==> config.mk <==
export PLATFORM = sky130hd
export DESIGN_NAME = mem_arbiter
export DESIGN_NICKNAME = d
export VERILOG_FILES = /design/src/rtl/mem_arbiter.sv
export SDC_FILE = /design/constraint.sdc
export NUM_CORES = 1
export LEC_CHECK = 0
export CELL_PAD_IN_SITES_DETAIL_PLACEMENT = 0
export CELL_PAD_IN_SITES_GLOBAL_PLACEMENT = 1
export CORE_MARGIN = 10
export CORE_UTILIZATION = 36
export DETAILED_ROUTE_END_ITERATION = 10
export GPL_TIMING_DRIVEN = 0
export PLACE_DENSITY_LB_ADDON = 0.1
export SYNTH_ARGS = -nofsm -noshare
export SYNTH_HDL_FRONTEND = slang
export SYNTH_SLANG_ARGS = --single-unit
==> constraint.sdc <==
create_clock -name clk -period 6.5 [get_ports clk]
set_input_delay 0.65 -clock clk [delete_from_list [all_inputs] [get_ports clk]]
set_output_delay 0.65 -clock clk [all_outputs]
set_load 0.02 [all_outputs]
==> src/rtl/mem_arbiter.sv <==
// mem_arbiter: round-robin arbiter granting LSU read/write requests onto memory channels
// and relaying read data and completion back to the requesting LSU.
module mem_arbiter #(
    parameter int ADDR_BITS     = 8,
    parameter int DATA_BITS     = 8,
    parameter int NUM_CONSUMERS = 4,
    parameter int NUM_CHANNELS  = 1
) (
    input  logic                                 clk,
    input  logic                                 reset,
    input  logic [NUM_CONSUMERS-1:0]             consumer_read_valid,
    input  logic [NUM_CONSUMERS*ADDR_BITS-1:0]   consumer_read_address,
    output logic [NUM_CONSUMERS-1:0]             consumer_read_ready,
    output logic [NUM_CONSUMERS*DATA_BITS-1:0]   consumer_read_data,
    input  logic [NUM_CONSUMERS-1:0]             consumer_write_valid,
    input  logic [NUM_CONSUMERS*ADDR_BITS-1:0]   consumer_write_address,
    input  logic [NUM_CONSUMERS*DATA_BITS-1:0]   consumer_write_data,
    output logic [NUM_CONSUMERS-1:0]             consumer_write_ready,
    output logic [NUM_CHANNELS-1:0]              mem_read_valid,
    output logic [NUM_CHANNELS*ADDR_BITS-1:0]    mem_read_address,
    input  logic [NUM_CHANNELS-1:0]              mem_read_ready,
    input  logic [NUM_CHANNELS*DATA_BITS-1:0]    mem_read_data,
    output logic [NUM_CHANNELS-1:0]              mem_write_valid,
    output logic [NUM_CHANNELS*ADDR_BITS-1:0]    mem_write_address,
    output logic [NUM_CHANNELS*DATA_BITS-1:0]    mem_write_data,
    input  logic [NUM_CHANNELS-1:0]              mem_write_ready
);
    localparam int CW = NUM_CONSUMERS > 1 ? $clog2(NUM_CONSUMERS) : 1;
    localparam logic [2:0] IDLE           = 3'd0;
    localparam logic [2:0] READ_WAITING   = 3'd1;
    localparam logic [2:0] WRITE_WAITING  = 3'd2;
    localparam logic [2:0] READ_RELAYING  = 3'd3;
    localparam logic [2:0] WRITE_RELAYING = 3'd4;

    logic [2:0]               state     [NUM_CHANNELS];
    logic [CW-1:0]            owner     [NUM_CHANNELS];
    logic [CW-1:0]            grant_idx [NUM_CHANNELS];
    logic [NUM_CHANNELS-1:0]  grant;
    logic [NUM_CONSUMERS-1:0] serving, taken;
    logic [CW-1:0]            rr, rr_next;
    int                       idx;

    // Idle channels claim candidates in ascending channel order; each claim is hidden from later channels.
    always_comb begin
        taken   = serving;
        rr_next = rr;
        idx     = 0;
        for (int c = 0; c < NUM_CHANNELS; c++) begin
            grant[c]     = 1'b0;
            grant_idx[c] = '0;
            if (state[c] == IDLE) begin
                for (int k = 0; k < NUM_CONSUMERS; k++) begin
                    idx = (int'(rr) + k) % NUM_CONSUMERS;
                    if (!grant[c] && (consumer_read_valid[idx] || consumer_write_valid[idx]) && !taken[idx]) begin
                        grant[c]     = 1'b1;
                        grant_idx[c] = CW'(idx);
                        taken[idx]   = 1'b1;
                        rr_next      = CW'((idx + 1) % NUM_CONSUMERS);
                    end
                end
            end
        end
    end

    always_ff @(posedge clk or posedge reset) begin
        if (reset) begin
            for (int c = 0; c < NUM_CHANNELS; c++) begin
                state[c] <= IDLE;
                owner[c] <= '0;
            end
            serving              <= '0;
            rr                   <= '0;
            consumer_read_ready  <= '0;
            consumer_read_data   <= '0;
            consumer_write_ready <= '0;
            mem_read_valid       <= '0;
            mem_read_address     <= '0;
            mem_write_valid      <= '0;
            mem_write_address    <= '0;
            mem_write_data       <= '0;
        end else begin
            rr <= rr_next;
            for (int c = 0; c < NUM_CHANNELS; c++) begin
                case (state[c])
                    IDLE: if (grant[c]) begin
                        owner[c]              <= grant_idx[c];
                        serving[grant_idx[c]] <= 1'b1;
                        if (consumer_read_valid[grant_idx[c]]) begin
                            mem_read_valid[c]                          <= 1'b1;
                            mem_read_address[c*ADDR_BITS +: ADDR_BITS] <= consumer_read_address[int'(grant_idx[c])*ADDR_BITS +: ADDR_BITS];
                            state[c]                                   <= READ_WAITING;
                        end else begin
                            mem_write_valid[c]                          <= 1'b1;
                            mem_write_address[c*ADDR_BITS +: ADDR_BITS] <= consumer_write_address[int'(grant_idx[c])*ADDR_BITS +: ADDR_BITS];
                            mem_write_data[c*DATA_BITS +: DATA_BITS]    <= consumer_write_data[int'(grant_idx[c])*DATA_BITS +: DATA_BITS];
                            state[c]                                    <= WRITE_WAITING;
                        end
                    end
                    READ_WAITING: if (mem_read_ready[c]) begin
                        mem_read_valid[c]                                           <= 1'b0;
                        consumer_read_data[int'(owner[c])*DATA_BITS +: DATA_BITS]  <= mem_read_data[c*DATA_BITS +: DATA_BITS];
                        consumer_read_ready[owner[c]]                               <= 1'b1;
                        state[c]                                                    <= READ_RELAYING;
                    end
                    WRITE_WAITING: if (mem_write_ready[c]) begin
                        mem_write_valid[c]             <= 1'b0;
                        consumer_write_ready[owner[c]] <= 1'b1;
                        state[c]                       <= WRITE_RELAYING;
                    end
                    READ_RELAYING: if (!consumer_read_valid[owner[c]]) begin
                        consumer_read_ready[owner[c]] <= 1'b0;
                        serving[owner[c]]             <= 1'b0;
                        state[c]                      <= IDLE;
                    end
                    WRITE_RELAYING: if (!consumer_write_valid[owner[c]]) begin
                        consumer_write_ready[owner[c]] <= 1'b0;
                        serving[owner[c]]              <= 1'b0;
                        state[c]                       <= IDLE;
                    end
                    default: state[c] <= IDLE;
                endcase
            end
        end
    end
endmodule

After elaboration in Yosys (flattened, before gate mapping)
Index checks and enable logic that the tools add are counted.
W data, S select, Z words.
Word-level totals
  flip-flop bits (word level): 77
  input bits: 116
  output and inout bits: 66
  logic and storage cells: 202
Cells by class
  add/sub/neg operators: 7
  order comparisons: 11
  equal/unequal tests: 11
  shift-type cells: 5
  multiplexer cells: 98
  bitwise logic cells: 14
  reduce and logical (&&, ||, !) cells: 44
Operator list (number)
  $shiftx A32 B6 Y8: 3
  $mux W4: 13
  $mux W1: 43
  $neg A5 Y33: 1
  $shift A8 B33 Y32 const A: 1
  $shiftx A8 B33 Y32: 1
  $bwmux W32: 1
  $bmux W1 S2: 15
  $or A4 B4 Y4: 6
  $mux W2: 10
  $pmux W4 S2: 2
  $mux W3: 5
  $pmux W3 S5: 1
  $and A4 B4 Y4: 3
  $logic_and A1 B1 Y1: 12
  $lt A3 B4 Y1 const B: 3
  $ne A2 B2 Y1 const B: 6
  $pmux W4 S3: 1
  $reduce_and A3 Y1: 4
  $reduce_and A4 Y1: 3
  $add A2 B2 Y2 const B: 5
  $demux W1 S2: 5
  $lt A2 B3 Y1 const B: 3
  $reduce_bool A2 Y1: 4
  19 further kinds: 39

Logic depth before layout (Yosys ltp)
Gate-level depths: netlist of the first run.
  word-level depth: 35
  depth in mapped cells: 16

Worst setup path before layout of the first run
OpenSTA, ideal clock, no wires.
  path kind: in2reg
  start: in consumer_read_valid[2]
  end: reg mem_write_address[3]
  arrival: 4.007 ns
  path slack: 2.365 ns
  stages on the path: 13
  cell sequence: or3_1 and4_1 buf_2 a21o_1 a32o_1 o31ai_1 a211oi_1 a211o_1 a21oi_1 mux4_2 nor2_4 buf_4 mux2_1
Between the ends
  word-level cells in the longest chain between the ends: 31
  elaborated cells between the ends (all ways): 63
  those cells by class: shift (1); mux (41); bitwise (3); reduce/logical (18)
RTL lines
  start, declared: line 11  | input logic [NUM_CONSUMERS-1:0] consumer_read_valid,
  parallel branches: the longest is 31 deep, another holds $mux W4
  end signal, assigned by index: line 94  | mem_write_address[c*ADDR_BITS +: ADDR_BITS] <= consumer_write_address[int'(grant_idx[c])*ADDR_BITS +: ADDR_BIT ...
  end, declared: line 24  | output logic [NUM_CHANNELS*ADDR_BITS-1:0] mem_write_address,
Parallel ways; which one is timed is not known. The select of a mux whose other input is x is not followed.
A chain may end at the register's enable or synchronous reset.

Worst setup path in the final report of the first run
  start: reg rr[1]
  end: reg mem_write_address[5]
Between the ends
  word-level cells in the longest chain between the ends: 32
  elaborated cells between the ends (all ways): 100
  those cells by class: add/sub (3); order compare (6); shift (1); mux (60); bitwise (6); reduce/logical (24)
RTL lines
  start, declared: line 40  | logic [CW-1:0] rr, rr_next;
  start signal, assigned: line 82  | rr <= rr_next;
  parallel branches: the longest is 32 deep, another holds $lt A2 B3 Y1
Parallel ways; which one is timed is not known. The select of a mux whose other input is x is not followed.

==> impl_metrics.csv, run 1 <==
group,metric,value,unit
clocking,cts_root_buf,"clkbuf_16",
grt,grt_pass1_wl,26500,um
sta,hold_viol_final,0,
place,dp_hpwl,13500,um
synth,synthFlopType,"dfrtp_1",
sta,rsz0062_at_grt,"no",
layout,final_layout_size_suffix_gt1_frac,0.0702,
setup_path,start_kind,"flip-flop",
sta,min_period,4.95,ns
min_path,hold_class,"flip-flop to flip-flop",
sta,holdWs,0.481,ns
setup_path,crit_type,"flip-flop to flip-flop",
die,die_x,135,um
synth,async_reset_ff_frac,1.00,
place,portBuffers,181,
status,status,"complete, no violations",
grt,grt_usage,0.184,
synth,ys_warn_count,0,
routing,drt_iter0_drc,449,
routing,wl_per_cell,19.6,um
grt,antenna_found_initial,0,
layout,fin_util,0.557,
die,design.portCount,182,
power,p_switching,1690,uW
setup_path,path_common_cell,"inv_1",
die,die_h,135,um
setup_path,r2r-end,"mem_write_address[5]$_DFFE_PP0P_",
clocking,cts_tree,"built",
clocking,cts_repair_resize_count,0,
sta,finalCritPeriodShare,0.762,
setup_path,path_cells,"clkbuf_1 > inv_1 > ha_1 > inv_1 > mux2_2 > a31oi_1 > nor3_1 > or2_1 > a211o_1 > a21oi_1 > mux4_2 > nor2_4 > buf_4 > mux2_1",
sta,max_clock_freq,202,MHz
clocking,clockBufferDepth,2,
place,dp_slack,1.33,ns
sta,setup_viol,0,
synth,seq_area_frac_synth,0.405,
power,pwr-share-clk,0.141,
routing,drt_pass1_iterations,4,
die,start_util,0.372,
routing,num_vias,4471,
setup_path,crit_slowest_cell,"mux4_2",
clocking,cts_setup_buffers,0,
min_path,worstHoldStart,"consumer_read_data[10]$_DFFE_PP0P_",
layout,area_growth,49.7,%
synth,netlist_instances,487,
synth,synth_most_common_cell,"nand2_1",
synth,synth_area_leaders,"dfrtp_1 41%, mux2i_1 16%, nand2_1 7.3%",
clocking,clk_pin_slew,0.06,ns
grt,grt_pass1_vias,4797,
power,max-vdd-ir-drop,0.000265,V
grt,grt-ovfl-total,0,
routing,final_antenna_net_count,0,
synth,synth.avg_cell_area,9.76,um2
synth,synth_edf_count,0,
clocking,cts_sinks,77,
setup_path,reg2reg_depth,14,
routing,vias_per_cell,5.22,
setup_path,worst-r2r-setup-slack,1.55,ns
power,internal_power,2110,uW
grt,grt_max_degree,41,
power,powerDensity,533,mW/mm2
power,fin_total_pwr,3800,uW
clocking,clk_latency,0.33,ns
min_path,min_path_cells,2,
sta,fin_ws,1.55,ns
die,fp-row-count,41,
layout,final_nets,808,
synth,netlist_top_cells_count,"92 x nand2_1, 77 x dfrtp_1, 76 x mux2i_1",
sta,slew_viol_final,0,
routing,drc_errors,0,
setup_path,end_kind,"flip-flop",
clocking,numCtsBuffers,9,
place,gp_congestion,0.840,
clocking,htree_levels,3,
die,fp.dieArea,0.0182,mm2
setup_path,reg2reg_from,"rr[1]$_DFFE_PP0P_",
power,switching_share,0.445,
setup_path,crit_path_max_fanout,10,
setup_path,crit_arrival,5.17,ns
sta,max_slew.worst_pin.slew,1.10,ns
power,power.share.sequential,0.218,
sta,slew_headroom,0.263,
synth,synth_top_area_frac,0.405,
synth,syn_nets,615,
synth,yosysTopAreaCell,"dfrtp_1",
synth,syn_area,0.00475,mm2
sta,finalSetupTns,0,ns
layout,antennaDiodeCount,0,
routing,drt-total-wl,16800,um
power,power_leakage,0.00278,uW
clocking,cts_hold_buf,0,
power,combinationalPowerShare,0.641,
min_path,hold_path_end,"consumer_read_data[10]$_DFFE_PP0P_",
synth,ys_ff_latch,77,
run,max_cap_violations,0,
synth,synth_cell_types,55,
setup_path,required,6.71,ns
setup_path,slowest_delay,0.65,ns
sta,skew,0.00458,ns
die,fp.coreArea,0.0128,mm2
layout make-up:
class / instances / area (um2)
fill: 1157 / 5650
multi-input combinational: 376 / 2680
sequential: 77 / 1930
timing repair buffer: 182 / 1830
clock buffer: 12 / 246
tap: 172 / 215
buffer: 23 / 111
clock inverter: 3 / 68.8
inverter: 11 / 43.8
critical path, delay by kind of cell, from the launching register on:
family | cells | cell delay, ns
AND/OR/NAND/NOR | 3 | 0.64
adder cells (fa/ha/maj) | 1 | 0.43
flip-flops | 1 | 0.42
AO/OA/AOI/OAI | 3 | 0.83
buffers and inverters | 4 | 1.10
multiplexers | 3 | 1.41
logic make-up after synthesis:
| kind of cell | count (synthesis) | share of synthesized area |
|---|---|---|
| multiplexers | 108 | 0.243 |
| AO/OA/AOI/OAI | 103 | 0.138 |
| adder cells (fa/ha/maj) | 12 | 0.0316 |
| flip-flops | 77 | 0.405 |
| buffers and inverters | 34 | 0.0321 |
| XOR/XNOR | 3 | 0.00553 |
| AND/OR/NAND/NOR | 150 | 0.145 |
worst max path at each step:
stage | startpoint | end | slack (ns) | cells after the start
after detailed placement | consumer_read_valid[3] | mem_write_data[2]$_DFFE_PP0P_ | 1.33 | 14
final | rr[1]$_DFFE_PP0P_ | mem_write_address[5]$_DFFE_PP0P_ | 1.55 | 14
after CTS | rr[1]$_DFFE_PP0P_ | mem_write_data[2]$_DFFE_PP0P_ | 1.59 | 14
after floorplan | consumer_read_valid[2] | mem_write_address[3]$_DFFE_PP0P_ | 2.37 | 13
after global routing | rr[1]$_DFFE_PP0P_ | mem_write_address[5]$_DFFE_PP0P_ | 1.38 | 14
after global placement | consumer_read_valid[3] | mem_write_address[5]$_DFFE_PP0P_ | 1.30 | 14
power by group through the flow:
stage / logic (uW) / clock network (uW) / registers [uW]
floorplan: 1390 / 0 / 1020
global placement: 2420 / 0 / 826
detailed placement: 2440 / 0 / 834
CTS: 2450 / 550 / 830
global route: 2650 / 570 / 857
finish: 2430 / 537 / 826
layer usage:
metal  routed length [um]  up-vias  global-route usage
met5                    0        -                   0
met3                 1640       18              0.0827
met2                 8110      175               0.299
met4                  211        0              0.0441
li1                     -     2133                   -
met1                 6780     2145               0.215
cell usage in the layout, fill, tap and decap left out, types with 12 or more instances in the layout:
| cell type | n |
|---|---|
| clkdlybuf4s50_1 | 181 |
| ha_1 | 12 |
| mux2_1 | 17 |
| clkbuf_1 | 15 |
| nor2_1 | 12 |
| mux2_2 | 12 |
| dfrtp_1 | 77 |
| a21oi_1 | 17 |
| nand2_1 | 92 |
| mux2i_1 | 76 |
| o21ai_0 | 46 |
through the flow:
step,area [um2],cells
after detailed placement,6800,841
after floorplan,4750,487
after global routing,7120,856
after global placement,6780,840
after CTS,7120,856
final,7120,856
No activity file was read; power rests on OpenSTA's default activity.
==> run 2, diff against run 1 <==
- CORE_UTILIZATION: 36 -> 33
- clock period: 6.5 -> 4.7 ns (I/O delays scaled with it)
==> impl_metrics.csv, run 2 (synthesis gave the netlist of run 1 again) <==
group,metric,value,unit
power,combinationalPowerShare,0.647,
clocking,cts_hold_buf,0,
sta,fin_ws,0.202,ns
routing,num_vias,4450,
clocking,cts_root_buf,"clkbuf_16",
sta,max_slew.worst_pin.slew,0.995,ns
sta,finalCritPeriodShare,0.957,
sta,slew_viol_final,0,
place,gp_congestion,0.847,
clocking,cts_tree,"built",
layout,area_growth,50.5,%
sta,skew,0.00662,ns
clocking,cts_sinks,77,
setup_path,crit_type,"primary input to flip-flop",
routing,drt_iter0_drc,222,
layout,final_layout_size_suffix_gt1_frac,0.0827,
layout,layout_common_cells,"181 x clkdlybuf4s50_1, 92 x nand2_1, 77 x dfrtp_1",
power,pwr-share-clk,0.136,
clocking,numCtsBuffers,9,
place,dp_hpwl,13400,um
die,die_h,140,um
sta,hold_viol_final,0,
die,fp.coreArea,0.0140,mm2
grt,grt_max_degree,47,
die,design.portCount,182,
sta,slew_headroom,0.335,
die,die_x,140,um
grt,grt-ovfl-total,0,
die,fp.dieArea,0.0196,mm2
routing,drc_errors,0,
clocking,clk_pin_slew,0.06,ns
power,fin_total_pwr,5260,uW
place,portBuffers,181,
sta,rsz0062_at_grt,"no",
setup_path,start_kind,"primary input",
power,power.share.sequential,0.218,
sta,max_clock_freq,222,MHz
clocking,htree_levels,3,
grt,grt_usage,0.168,
routing,wl_per_cell,19.5,um
grt,grt_pass1_wl,26600,um
grt,antenna_found_initial,1,
power,internal_power,2880,uW
grt,grt_pass1_vias,4703,
die,fp-row-count,43,
layout,final_common_cell,"clkdlybuf4s50_1",
clocking,clk_latency,0.34,ns
routing,drt_pass1_iterations,4,
setup_path,end_kind,"flip-flop",
power,power_leakage,0.00280,uW
sta,setup_viol,0,
run,max_cap_violations,0,
sta,min_period,4.50,ns
power,max-vdd-ir-drop,0.000273,V
routing,final_antenna_net_count,0,
status,status,"complete, no violations",
clocking,clockBufferDepth,2,
setup_path,crit_arrival,4.72,ns
min_path,hold_class,"flip-flop to flip-flop",
place,dp_slack,-0.351,ns
die,start_util,0.340,
power,powerDensity,734,mW/mm2
power,switching_share,0.452,
setup_path,crit_path_max_fanout,10,
routing,drt-total-wl,16900,um
routing,vias_per_cell,5.11,
layout,final_nets,812,
power,p_switching,2380,uW
setup_path,required,4.93,ns
## run 2: cell type report
class | count | area, um2
Sequential cell | 77 | 1930
Inverter | 11 | 43.8
Timing Repair Buffer | 186 | 1870
Tap cell | 180 | 225
Antenna cell | 1 | 2.50
Buffer | 23 | 113
Multi-Input combinational cell | 376 | 2680
Fill cell | 1338 | 6830
Clock buffer | 10 | 229
Clock inverter | 6 | 68.8
## run 2: what timing repair did
item | CTS | global route
resized for setup | 2 | 1
endpoints found under the setup margin | 24 | 12
setup buffers | 0 | 4
pin swaps | 0 | 1
## run 2: final timing paths
check	start	slack, ns	endpoint	cells after the start
worst min register to register	consumer_read_data[26]$_DFFE_PP0P_	0.48	consumer_read_data[26]$_DFFE_PP0P_	2
worst min-delay path	consumer_read_data[26]$_DFFE_PP0P_	0.48	consumer_read_data[26]$_DFFE_PP0P_	2
worst max register to register	rr[1]$_DFFE_PP0P_	0.22	mem_write_address[6]$_DFFE_PP0P_	14
max in group asynchronous	reset	3.64	state[1]$_DFFE_PP0P_	3
min in group asynchronous	reset	0.49	consumer_read_data[14]$_DFFE_PP0P_	2
worst max-delay path	consumer_read_valid[3]	0.20	mem_write_address[6]$_DFFE_PP0P_	14
## run 2: metal layers
layer,track usage,part of all wire,vias to the layer above
met5,0,0,-
met1,0.197,0.41,2151
met3,0.0659,0.079,12
met2,0.286,0.50,144
li1,-,-,2143
met4,0.0332,0.0076,0
## run 2: through the flow
step | hold WS, ns | util | instance area [um2] | cells | setup TNS, ns
5_1_grt | 0.509 | 0.511 | 7150 | 869 | 0
4_1_cts | 0.487 | 0.509 | 7120 | 865 | 0
2_1_floorplan | 0.508 | - | 4750 | 487 | 0
6_report | 0.484 | 0.512 | 7160 | 870 | 0
3_5_place_dp | 0.474 | 0.488 | 6820 | 849 | -5.32
3_3_place_gp | 0.462 | 0.486 | 6790 | 848 | -6.13
## run 2: critical path, stage by stage
cell,delay (ns)
clkdlybuf4s50_1,0.50
or3b_1,0.46
and4_1,0.19
buf_2,0.17
a221o_1,0.41
nand2_1,0.09
o211ai_1,0.18
or2_1,0.31
a211o_1,0.32
a21oi_2,0.23
mux4_2,0.61
nor2_4,0.21
buf_4,0.23
mux2_1,0.33
## run 2: power by group through the flow
stage               Sequential (uW)  Clock (uW)  Combinational, uW
finish                         1140         713               3400
floorplan                      1410           0               1930
CTS                            1140         733               3400
global route                   1190         762               3700
global placement               1140           0               3360
detailed placement             1150           0               3380
==> run 3, diff against run 2 <==
- CORE_MARGIN: 10 -> not set
- SLEW_MARGIN: not set -> 10
==> impl_metrics.csv, run 3 (synthesis gave the netlist of run 1 again) <==
group,metric,value,unit
clocking,htree_levels,3,
power,power_leakage,0.00284,uW
place,portBuffers,181,
setup_path,start_kind,"primary input",
place,dp_slack,-0.368,ns
routing,wl_per_cell,17.4,um
run,max_cap_violations,0,
routing,drt_pass1_iterations,5,
layout,final_common_cell,"clkdlybuf4s50_1",
routing,drc_errors,0,
routing,final_antenna_net_count,0,
clocking,cts_root_buf,"clkbuf_16",
clocking,clk_latency,0.33,ns
layout,multi_input_area,0.00269,mm2
die,die_x,122,um
power,max-vdd-ir-drop,0.000290,V
clocking,clockBufferDepth,2,
sta,max_clock_freq,222,MHz
sta,max_slew.worst_pin.slew,1.14,ns
sta,finalSetupTns,0,ns
clocking,cts_tree,"built",
layout,num-fill-cells,1324,
layout,final_nets,814,
setup_path,crit_path_max_fanout,10,
layout,antennaDiodeCount,0,
setup_path,end_kind,"flip-flop",
grt,grt-ovfl-total,0,
routing,num_vias,4499,
routing,vias_per_cell,5.17,
setup_path,path_cells,"clkdlybuf4s50_1 > or3b_1 > and4_1 > buf_2 > a221o_1 > nand2_1 > o211ai_1 > or2_1 > a211o_1 > a21oi_4 > mux4_2 > nor2_4 > buf_6 > mux2_1",
grt,grt_usage,0.205,
die,fp.dieArea,0.0149,mm2
sta,slew_viol_final,0,
sta,slew_headroom,0.239,
grt,grt_max_degree,45,
setup_path,slowest_delay,0.58,ns
sta,min_period,4.50,ns
routing,drt-total-wl,15200,um
sta,fin_ws,0.198,ns
sta,holdWs,0.483,ns
die,die_h,122,um
setup_path,crit_type,"primary input to flip-flop",
grt,grt_pass1_vias,4458,
power,powerDensity,747,mW/mm2
sta,hold_viol_final,0,
clocking,cts_sinks,77,
sta,finalCritPeriodShare,0.958,
place,gp_congestion,0.883,
die,design.portCount,182,
clocking,clk_pin_slew,0.06,ns
grt,antenna_found_initial,0,
routing,drt_iter0_drc,240,
grt,grt_pass1_wl,23400,um
layout,regArea,0.00193,mm2
setup_path,crit_slowest_cell,"mux4_2",
sta,skew,0.00860,ns
sta,rsz0062_at_grt,"no",
setup_path,required,4.91,ns
place,dp_hpwl,11600,um
min_path,hold_class,"flip-flop to flip-flop",
die,fp-row-count,43,
status,status,"complete, no violations",
layout,final_layout_size_suffix_gt1_frac,0.0868,
die,start_util,0.340,
die,fp.coreArea,0.0140,mm2
layout,area_growth,52.4,%
clocking,numCtsBuffers,9,
setup_path,crit_arrival,4.71,ns
layout,layout_common_cells,"181 x clkdlybuf4s50_1, 92 x nand2_1, 77 x dfrtp_1",
sta,setup_viol,0,
[run 3: cell types whose count changed in the layout (fill, tap and decap cells not counted), sizes merged]
cell	previous run	this run
buf	15	16
clkinv	2	1
clkinvlp	1	0
bufinv	1	3
diode	1	0
inv	13	14
[run 3: report_power, final]
group,switching [uW],internal (uW),leakage [uW]
Sequential,191,955,0.000962
Combinational,1910,1530,0.00171
Clock,299,528,0.000173
Total,2400,3020,0.00284
[run 3: through the flow]
step,power (uW),cells,area (um2),utilization
2_1_floorplan,3330,487,4750,-
3_3_place_gp,4490,848,6790,0.486
3_5_place_dp,4500,849,6820,0.488
4_1_cts,5370,865,7180,0.513
5_1_grt,5790,871,7250,0.518
6_report,5410,871,7250,0.518
[run 3: cell type report]
type	count	share of cell area
plain buffers	23	0.0164
clock buffers	9	0.0311
clock inverters	7	0.0176
inverters	11	0.00604
multi-input cells	376	0.372
flip-flops and latches	77	0.266
well taps	180	0.0311
repair buffers	188	0.260
[run 3: critical path: cells and delay by family]
family / cells / cell delay, ns
compound gates: 4 / 1.14
buf+inv: 3 / 0.88
mux: 2 / 0.92
simple gates: 5 / 1.28
[run 3: timing repair]
action / in CTS / in global routing
hold buffers: 0 / 0
gates resized for setup: 3 / 4
endpoints found under the setup margin: 20 / 11
buffers inserted: 0 / 6
pin swaps: 0 / 1
[run 3: worst paths after layout]
path / startpoint / to / slack, ns / depth (start not counted)
setup / recovery: consumer_read_valid[3] / mem_write_data[7]$_DFFE_PP0P_ / 0.20 / 14
hold / removal: consumer_read_data[25]$_DFFE_PP0P_ / consumer_read_data[25]$_DFFE_PP0P_ / 0.48 / 2
setup reg to reg: rr[1]$_DFFE_PP0P_ / mem_write_data[7]$_DFFE_PP0P_ / 0.27 / 14
hold reg to reg: consumer_read_data[25]$_DFFE_PP0P_ / consumer_read_data[25]$_DFFE_PP0P_ / 0.48 / 2
max in group asynchronous: reset / rr[0]$_DFFE_PP0P_ / 3.61 / 3
min in group asynchronous: reset / consumer_read_data[9]$_DFFE_PP0P_ / 0.50 / 2
[run 3: per-layer routing]
layer | wire length, um | track usage | up-vias
met3 | 986 | 0.0557 | 21
met1 | 6720 | 0.276 | 2171
met2 | 7230 | 0.323 | 160
met5 | 0 | 0 | -
met4 | 259 | 0.0556 | 0
li1 | - | - | 2147
